### src/rtl/addsub_pkg.sv
// Shared types and constants for the add/subtract calculator controller.
// SAT_POS/SAT_NEG are only consumed when ADDSUB_SAT_EN is defined.
package addsub_pkg;

  localparam int DATA_W = 4;

  localparam logic [DATA_W-1:0] SAT_POS = 4'b0111;
  localparam logic [DATA_W-1:0] SAT_NEG = 4'b1000;

  typedef enum logic [1:0] {
    IDLE  = 2'd0,
    GET_B = 2'd1,
    EXEC  = 2'd2,
    SHOW  = 2'd3
  } state_t;

  // Clamp value for a signed overflow; the sign of A decides the direction.
  function automatic logic [DATA_W-1:0] sat_value(input logic neg);
    return neg ? SAT_NEG : SAT_POS;
  endfunction

endpackage

### src/rtl/addsub4.sv
// 4-bit two's complement adder/subtractor: s = a + (sub ? ~b + 1 : b),
// with raw carry-out and signed overflow (carry into MSB ^ carry out of MSB).
module addsub4 (
  input  logic [3:0] a,
  input  logic [3:0] b,
  input  logic       sub,
  output logic [3:0] s,
  output logic       c4,
  output logic       v
);

  logic [3:0] bx;
  logic [3:0] low;
  logic [4:0] full;

  assign bx   = b ^ {4{sub}};
  assign low  = {1'b0, a[2:0]} + {1'b0, bx[2:0]} + {3'b000, sub};
  assign full = {1'b0, a} + {1'b0, bx} + {4'b0000, sub};

  assign s  = full[3:0];
  assign c4 = full[4];
  assign v  = full[4] ^ low[3];

endmodule

### src/rtl/key_edge.sv
// Two-flop synchronizer plus rising-edge detector for an asynchronous key.
// pulse is high for one cycle per low-to-high transition of key.
module key_edge (
  input  logic clk,
  input  logic reset,
  input  logic key,
  output logic pulse
);

  logic s1;
  logic s2;
  logic prev;

  // NOTE: sequential state uses non-blocking assignments so every flop samples
  // the pre-edge value of its neighbour, which is what makes this a shift chain.
  always_ff @(posedge clk or posedge reset) begin
    if (reset) begin
      s1   <= 1'b0;
      s2   <= 1'b0;
      prev <= 1'b0;
    end else begin
      s1   <= key;
      s2   <= s1;
      prev <= s2;
    end
  end

  assign pulse = s2 & ~prev;

endmodule

### src/rtl/addsub_calc_ctrl.sv
// Calculator sequencing controller around addsub4: capture A, capture B/op,
// execute, show. Define ADDSUB_SAT_EN to saturate the result on overflow.
module addsub_calc_ctrl
  import addsub_pkg::*;
#(
  parameter int CNT_W = 8
) (
  input  logic              clk,
  input  logic              reset,
  input  logic [DATA_W-1:0] SW,
  input  logic              sub,
  input  logic              enter,
  input  logic              clear,
  output logic [DATA_W-1:0] opA,
  output logic [DATA_W-1:0] opB,
  output logic [DATA_W-1:0] result,
  output logic              C4,
  output logic              V,
  output logic              result_valid,
  output logic [1:0]        state_code,
  output logic [CNT_W-1:0]  op_count
);

  state_t            state;
  state_t            state_next;
  logic              enter_pulse;
  logic              op_sub;
  logic [DATA_W-1:0] sum;
  logic              c4_raw;
  logic              v_raw;
  logic [DATA_W-1:0] exec_result;

  logic              load_a;
  logic              chain_a;
  logic              load_b;
  logic              load_res;
  logic              wipe;

  key_edge u_key (
    .clk   (clk),
    .reset (reset),
    .key   (enter),
    .pulse (enter_pulse)
  );

  addsub4 u_alu (
    .a   (opA),
    .b   (opB),
    .sub (op_sub),
    .s   (sum),
    .c4  (c4_raw),
    .v   (v_raw)
  );

  always_comb begin
    exec_result = sum;
`ifdef ADDSUB_SAT_EN
    if (v_raw) exec_result = sat_value(opA[DATA_W-1]);
`else
`endif
  end

  always_ff @(posedge clk or posedge reset) begin
    if (reset) state <= IDLE;
    else       state <= state_next;
  end

  // NOTE: every signal written here gets a default first, so no path through
  // the case can leave one unassigned and infer a latch.
  always_comb begin
    state_next = state;
    load_a     = 1'b0;
    chain_a    = 1'b0;
    load_b     = 1'b0;
    load_res   = 1'b0;
    wipe       = 1'b0;
    if (clear) begin
      state_next = IDLE;
      wipe       = 1'b1;
    end else begin
      unique case (state)
        IDLE: if (enter_pulse) begin
          load_a     = 1'b1;
          state_next = GET_B;
        end
        GET_B: if (enter_pulse) begin
          load_b     = 1'b1;
          state_next = EXEC;
        end
        EXEC: begin
          load_res   = 1'b1;
          state_next = SHOW;
        end
        SHOW: if (enter_pulse) begin
          chain_a    = 1'b1;
          state_next = GET_B;
        end
        default: state_next = IDLE;
      endcase
    end
  end

  // op_count survives clear; only reset zeroes it.
  always_ff @(posedge clk or posedge reset) begin
    if (reset) begin
      opA      <= '0;
      opB      <= '0;
      op_sub   <= 1'b0;
      result   <= '0;
      C4       <= 1'b0;
      V        <= 1'b0;
      op_count <= '0;
    end else if (wipe) begin
      opA    <= '0;
      opB    <= '0;
      op_sub <= 1'b0;
      result <= '0;
      C4     <= 1'b0;
      V      <= 1'b0;
    end else begin
      if (load_a)  opA <= SW;
      if (chain_a) opA <= result;
      if (load_b) begin
        opB    <= SW;
        op_sub <= sub;
      end
      if (load_res) begin
        result <= exec_result;
        C4     <= c4_raw;
        V      <= v_raw;
        if (op_count != '1) op_count <= op_count + CNT_W'(1);
      end
    end
  end

  assign result_valid = (state == SHOW);
  assign state_code   = state;

endmodule

### config.mk
export PLATFORM = sky130hd
export DESIGN_NAME = addsub_calc_ctrl
export DESIGN_NICKNAME = d
export VERILOG_FILES = /design/src/rtl/addsub_pkg.sv /design/src/rtl/addsub4.sv /design/src/rtl/key_edge.sv /design/src/rtl/addsub_calc_ctrl.sv
export SDC_FILE = /design/constraint.sdc
export NUM_CORES = 1
export LEC_CHECK = 0
export CORE_AREA = 2 2 61 63
export DETAILED_ROUTE_END_ITERATION = 7
export DIE_AREA = 0 0 63 65
export GPL_ROUTABILITY_DRIVEN = 0
export HOLD_SLACK_MARGIN = 0.06
export PLACE_DENSITY_LB_ADDON = 0.05
export SLEW_MARGIN = 5
export SYNTH_ARGS = -nofsm -noshare
export SYNTH_HDL_FRONTEND = slang
export SYNTH_SLANG_ARGS = --single-unit
### constraint.sdc
create_clock -name clk -period 1.8 [get_ports clk]
set_input_delay 0.27 -clock clk [delete_from_list [all_inputs] [get_ports clk]]
set_output_delay 0.27 -clock clk [all_outputs]
set_load 0.01 [all_outputs]
==> results of run 1 <==
critical path, cell delays in order, from the launching register on:
cell,delay (ps)
dfrtp_1,450
xor2_2,210
ha_4,300
nand2_2,50
o21a_1,200
or3b_1,370
o311ai_2,90
final timing paths:
kind	endpoint	cells after the start
max	result[3]$_DFFE_PP0P_	6
min	u_key.prev$_DFF_PP0_	3
max reg2reg	result[3]$_DFFE_PP0P_	6
min reg2reg	u_key.s2$_DFF_PP0_	0
max in group asynchronous	op_sub$_DFFE_PP0P_	3
min in group clk	u_key.s1$_DFF_PP0_	1
cells in the final DEF (no fill, tap or decap), types with 2 or more instances in the layout:
cell,count
a211oi_1,4
a21oi_1,12
and3_1,2
buf_4,22
clkbuf_4,3
clkdlybuf4s50_1,33
dfrtp_1,26
dfrtp_2,2
ha_1,8
inv_1,7
mux2_2,2
mux2i_1,9
nand2_1,13
nand2b_4,2
nand3_1,6
nand4_1,4
nor2_1,9
nor3_1,2
o21ai_0,5
or2_2,2
xnor2_1,3
xor2_2,3
cell type report:
class | count | area share, %
repair buffers | 56 | 24.0
well taps | 48 | 2.84
multi-input cells | 103 | 37.5
clock buffers | 3 | 1.06
flip-flops and latches | 28 | 33.2
inverters | 8 | 1.42
kinds of logic after synthesis:
logic type | share of synthesized area, %
AO/OA/AOI/OAI | 10.7
XOR/XNOR | 4.08
adder cells (fa/ha/maj) | 8.83
buffers and inverters | 5.08
flip-flops | 46.7
multiplexers | 7.50
AND/OR/NAND/NOR | 17.2
metal layers:
metal | share of wire (%) | vias to the layer above | routed length (microns) | global-route usage [%]
met1 | 43 | 585 | 1450 | 19.8
met3 | 2.9 | 6 | 98 | 3.47
li1 | - | 609 | - | -
met4 | 2.0 | 0 | 66 | 6.67
met5 | 0 | - | 0 | 0
met2 | 52 | 24 | 1760 | 34.0
power by group through the flow:
stage                     Sequential, mW  Combinational [mW]  Clock [mW]
after floorplan                    0.932               0.472           0
after global placement             0.892               0.895           0
after detailed placement           0.899               0.909           0
after CTS                          0.866               0.996       0.279
after global routing               0.890                1.16       0.305
final                              0.869                1.05       0.260
through the flow:
| step | power [mW] | std cells |
|---|---|---|
| finish | 2.18 | 246 |
| global route | 2.35 | 246 |
| CTS | 2.14 | 242 |
| detailed placement | 1.81 | 234 |
| global placement | 1.79 | 234 |
| floorplan | 1.40 | 145 |
sequential cells by signal, indices dropped and copies added, names as in the netlist:
register    count
opA             4
u_key.s2        1
C4              1
state_code      2
V               1
opB             4
op_count        8
u_key.s1        1
u_key.prev      1
result          4
op_sub          1
repair_timing:
item                                    CTS  global route
gates resized for setup                   4            11
pin swaps                                 3             7
endpoints found under the setup margin    4             5
setup buffers                             5             5
gates cloned                              0             0
==> run metrics, run 1 <==
setup ws final=slightly above 30 ps; CTS buffer count=3; Seq. cell area=between 700 and 800 sq um; first-pass GRT wire length=5710 microns; Synth cell types=33; Max Cap Violations=0; RSZ-0062 raised after global routing=true; fillers=303; Int Pwr=approximately 1.4 mW; pwr/cell area=~1000 nW/um^2; Placeable Area=~3500 sq um; pin count of the biggest net entering global routing=29; Netlist Area Pre-Place=roughly 1500 sq um; most numerous cell in the Yosys netlist=dfrtp_1; Critical Path End Type=register; Clock Latency Late Sink=330 ps; clk buf depth=2; Post-synth top cells=28 x dfrtp_1, 14 x nand2_1, 13 x a21oi_1; area delta synth->final=40.9%; status=finished clean; layout cells sized above 1=23.7%; Worst-path clk slew=150 ps; ranking of synthesized cells by area=dfrtp_1 47%, ha_1 7.5%, mux2i_1 6.0%, a21oi_1 4.3%, nand2_1 3.5%; fin util=60.5%; dpl hpwl=roughly 2500 microns; Rel. slew slack=76.0%; syn nets=roughly 160; Final Cycle Share=a little over nine tenths; crit path from=opB[2]$_DFFE_PP0P_; post-route cell area=around 2100 sq um; CTS root buffer=clkbuf_4; vias in the first global route=1,255; Die W=63 microns; TritonCTS clock tree=done; clock share of power=a little under an eighth; drt wl/cell=about 14 microns; Antenna Cells=0; switch share=between 30% and 40%; row cnt=22; sequential fraction of design power=between 30% and 40%; CP startpoint kind=register; reg2reg start=opB[2]$_DFFE_PP0P_; Die Span Y=between 60 and 70 microns; EDFF count, synth=0; initial DRC count=24; Psw=slightly below 800 uW; gr ovfl total=0; Final Hold Viols=0; setup TNS=0 ps; Post-Synthesis Cells=~150; Yosys warnings=0; CP required=around 2000 ps; R2R Setup Slk=about 30 ps; post-synth top area share=46.7%; 1st-pass router iterations=4; final net count=about 220; Slew Limit Fails=0; Setup Slack @ Placement=-79.6 ps; Final setup viols=0; Arr. time, crit path=2010 ps; worst slew pin tran=about 360 ps; vias per inst=between 4 and 5; Setup Crit Path Kind=register to register; post-synthesis async set-or-reset flop share=100%; worst vdd ir=0.000713 V; total wire length=roughly 3400 microns; combinational share of power=around 48%; io pins=34; final hold slack=about 280 ps; die area=4100 sq um; leakage=between 0.9 and 1 nW; Total GRT Usage=18.0%; f_max=around 0.57 GHz; area of the multi-input gates=793 sq um; Antenna Violating Nets Remaining=0; post-synthesis register bit count=28; initial antenna violation count=0; crit path max fanout=4; DRC violations left=0; Post-CTS Hold Fix Bufs=0; Initial Util=~43%; clock skew=roughly 5.3 ps; leading area contributor after synthesis=dfrtp_1; Via Count=1,224; H-tree Lvls=1; Port Buf Inserts=33; Hold Crit Class=input port to async pin; min Tclk post-route=1770 ps; ys flop type=dfrtp_1; Area after DPL=roughly 2000 sq um; # clock sinks=28; syn_area_per_cell=10.4 sq um; post-synthesis sequential area ratio=a little under half
(Power assumes the default switching activity.)
==> run 2, diff against run 1 <==
CORE_AREA = 2 2 62 64   (was 2 2 61 63)
DIE_AREA = 0 0 64 66   (was 0 0 63 65)
SYNTH_HIERARCHICAL = 1   (was default)
==> run 2 against run 1 <==
The run now ends with negative setup slack left. First-iteration DRC count up 110%. Power down 2.9%. Critical path depth increased by 1. Sequential share of layout area is 1.3 points higher. Register-to-register slack worse by 120 ps. Design area fell by 3.7%. Sequential power increased by 1%. Combinational power down 12%. Routed wire length down 5.9%. Clock power up 20%. Critical endpoint is now V$_DFFE_PP0P_. Highest routed layer unchanged.
==> run metrics, run 2 <==
min Tclk post-route=1890 ps (was 1770 ps); CP startpoint kind=register (unchanged); vias per inst=4.95 (was 4.98); ys flop type=dfrtp_1 (unchanged); RSZ-0062 raised after global routing=true (unchanged); sequential fraction of design power=41.7% (was 39.9%); Int Pwr=1.36 mW (was 1.40 mW); post-synthesis sequential area ratio=46.2% (was 46.7%); Arr. time, crit path=2120 ps (was 2010 ps); die area=4220 sq um (was 4100 sq um); Clock Latency Late Sink=330 ps (about the same); 1st-pass router iterations=4 (unchanged); fin util=57.4% (was 60.5%); Rel. slew slack=72.8% (was 76.0%); most common cell after layout, fill and taps aside=clkdlybuf4s50_1 (unchanged); # clock sinks=28 (unchanged); leading area contributor after synthesis=dfrtp_1 (unchanged); EDFF count, synth=0 (unchanged); Total GRT Usage=16.0% (was 18.0%); Antenna Cells=0 (unchanged); Final Hold Viols=0 (unchanged); Synth cell types=37 (was 33); Port Buf Inserts=33 (unchanged); post-synth top area share=46.2% (was 46.7%); Final setup viols=2 (was 0); worst slew pin tran=407 ps (was 361 ps); Yosys warnings=6 (was 0); clk buf depth=2 (unchanged); pwr/cell area=1040 nW/um^2 (was 1030 nW/um^2); Tot Pwr=2.11 mW (was 2.18 mW); drt wl/cell=13.5 microns (was 13.7 microns); pin count of the biggest net entering global routing=18 (was 29); CP max stage delay=440 ps (was 450 ps); layout cells sized above 1=16.5% (was 23.7%); max reg flops=8 (unchanged); Top reg by flops=op_count (unchanged); Psw=753 uW (was 783 uW); leakage=0.967 nW (was 0.912 nW); DRC violations left=0 (unchanged); f_max=0.530 GHz (was 0.565 GHz); TritonCTS clock tree=done (unchanged); clock share of power=14.7% (was 11.9%); critical path's slowest cell=dfrtp_2 (was dfrtp_1); Post-synth top cells=28 x dfrtp_1, 13 x nand2_1, 11 x nand3_1 (was 28 x dfrtp_1, 14 x nand2_1, 13 x a21oi_1); fillers=307 (was 303); CTS buffer count=3 (unchanged); R2R Setup Slk=-90 ps (was 30 ps); Setup Slack @ Placement=-52.8 ps (was -79.6 ps); clock skew=4.00 ps (was 5.32 ps); Hold Crit Class=input port to async pin (unchanged); final net count=208 (was 219); Placeable Area=3550 sq um (was 3500 sq um); Slew Limit Fails=0 (unchanged); CP required=2040 ps (about the same); post-synthesis async set-or-reset flop share=100% (unchanged); post-synthesis register bit count=28 (unchanged); syn nets=160 (was 164); Post-CTS Hold Fix Bufs=0 (unchanged); most frequent cells in the layout=32 x clkdlybuf4s50_1, 26 x dfrtp_1, 13 x nand2_1, 13 x buf_4, 11 x nand3_1 (was 33 x clkdlybuf4s50_1, 26 x dfrtp_1, 22 x buf_4); worst path cell trace=mux2_4 > fa_2 > a21o_1 > a21o_1 > xor2_1 > mux2i_1 > nor2_1 (was xor2_2 > ha_4 > nand2_2 > o21a_1 > or3b_1 > o311ai_2); Die Span Y=66 microns (was 65 microns); status=finished, violations left (was finished clean); CP dominant cell by count=a21o_1; failing checks=negative setup slack; crit path max fanout=2 (was 4); Post-Synthesis Cells=141 (was 145); total wire length=3180 microns (was 3380 microns); ranking of synthesized cells by area=dfrtp_1 46%, ha_1 7.4%, mux2i_1 4.6%, xor2_1 4.6%, nand3_1 3.6% (was dfrtp_1 47%, ha_1 7.5%, mux2i_1 6.0%, a21oi_1 4.3%, nand2_1 3.5%); Critical Path End Type=register (unchanged); area delta synth->final=34.5% (was 40.9%); Worst-path clk slew=150 ps (about the same); Die W=64 microns (was 63 microns); Max Cap Violations=0 (unchanged); Setup Crit Path Kind=register to register (unchanged); Initial Util=42.7% (was 42.9%); H-tree Lvls=1 (unchanged); Final Cycle Share=105% (was 98.3%); Netlist Area Pre-Place=1520 sq um (was 1500 sq um); vias in the first global route=1,159 (was 1,255); dpl hpwl=2500 microns (was 2460 microns); switch share=35.6% (was 35.9%); row cnt=22 (unchanged); Antenna Violating Nets Remaining=0 (unchanged); Via Count=1,169 (was 1,224); gr ovfl total=0 (unchanged); CTS root buffer=clkbuf_4 (unchanged); setup ws final=-85.3 ps (was 30.3 ps); most numerous cell in the Yosys netlist=dfrtp_1 (unchanged); initial antenna violation count=0 (unchanged); syn_area_per_cell=10.7 sq um (was 10.4 sq um); combinational share of power=43.6% (was 48.1%); first-pass GRT wire length=5200 microns (was 5710 microns); initial DRC count=51 (was 24); worst vdd ir=0.000638 V (was 0.000713 V); io pins=34 (unchanged)
-- run 2: area by class of cell --
type / instances / area, sq um / area share [%]
clock buffer: 4 / 36.3 / 1.78
multi-input combinational: 103 / 769 / 37.8
inverter: 6 / 22.5 / 1.10
sequential: 28 / 703 / 34.5
timing repair buffer: 47 / 447 / 21.9
tap: 48 / 60.1 / 2.95
-- run 2: power by group through the flow --
stage	Combinational (mW)	Sequential, mW	Clock (mW)
finish	0.922	0.882	0.311
global route	1.02	0.905	0.356
CTS	0.936	0.886	0.331
detailed placement	0.897	0.905	0
global placement	0.873	0.896	0
floorplan	0.471	0.930	0
-- run 2: cell families after synthesis --
logic type | Yosys count | synth area share, %
XOR/XNOR | 9 | 5.20
flip-flops | 28 | 46.2
buffers and inverters | 10 | 3.30
multiplexers | 11 | 8.09
AND/OR/NAND/NOR | 47 | 16.5
AO/OA/AOI/OAI | 26 | 11.9
adder cells (fa/ha/maj) | 10 | 8.75
-- run 2: final timing paths --
check                      cells past startpoint                   endpoint               start
max                                            7              V$_DFFE_PP0P_  opB[0]$_DFFE_PP0P_
min                                            2       u_key/prev$_DFF_PP0_               reset
max reg2reg                                    7              V$_DFFE_PP0P_  opB[0]$_DFFE_PP0P_
min reg2reg                                    0         u_key/s2$_DFF_PP0_  u_key/s1$_DFF_PP0_
max in group asynchronous                      3  state_code[0]$_DFFE_PP0P_               reset
min in group clk                               1         u_key/s1$_DFF_PP0_               enter
-- run 2: layer usage --
layer	up-vias	track usage [%]	routed length [microns]	share of wire, %
met4	0	6.52	23	0.72
met2	17	27.6	1560	49
met1	557	20.3	1520	48
met3	2	2.04	70	2.2
li1	593	-	-	-
met5	-	0	0	0
-- run 2: timing repair --
action | 4_1_cts | 5_1_grt
setup buffers | 2 | 1
pin swaps | 2 | 4
endpoints found under the setup margin | 4 | 3
gates resized for setup | 3 | 0
-- run 2: worst max-delay path, delay by kind of cell (launching register included) --
kind | cells | cell delay (ps)
DFF | 1 | 440
and+or+nand+nor | 1 | 50
muxes | 2 | 440
AOI/OAI and AO/OA | 2 | 360
xor gates and xnor gates | 1 | 160
adders and majority gates | 1 | 350
-- run 2: stage by stage --
| stage | hold WS, ps | std cells | setup TNS (ps) | area [sq um] |
|---|---|---|---|---|
| after floorplan | 23.6 | 141 | -71.8 | 1520 |
| after global placement | 341 | 229 | -35.4 | 1980 |
| after detailed placement | 346 | 229 | -77.1 | 1980 |
| after CTS | 92.1 | 235 | -140 | 2030 |
| after global routing | 87.0 | 236 | -314 | 2040 |
| final | 111 | 236 | -139 | 2040 |
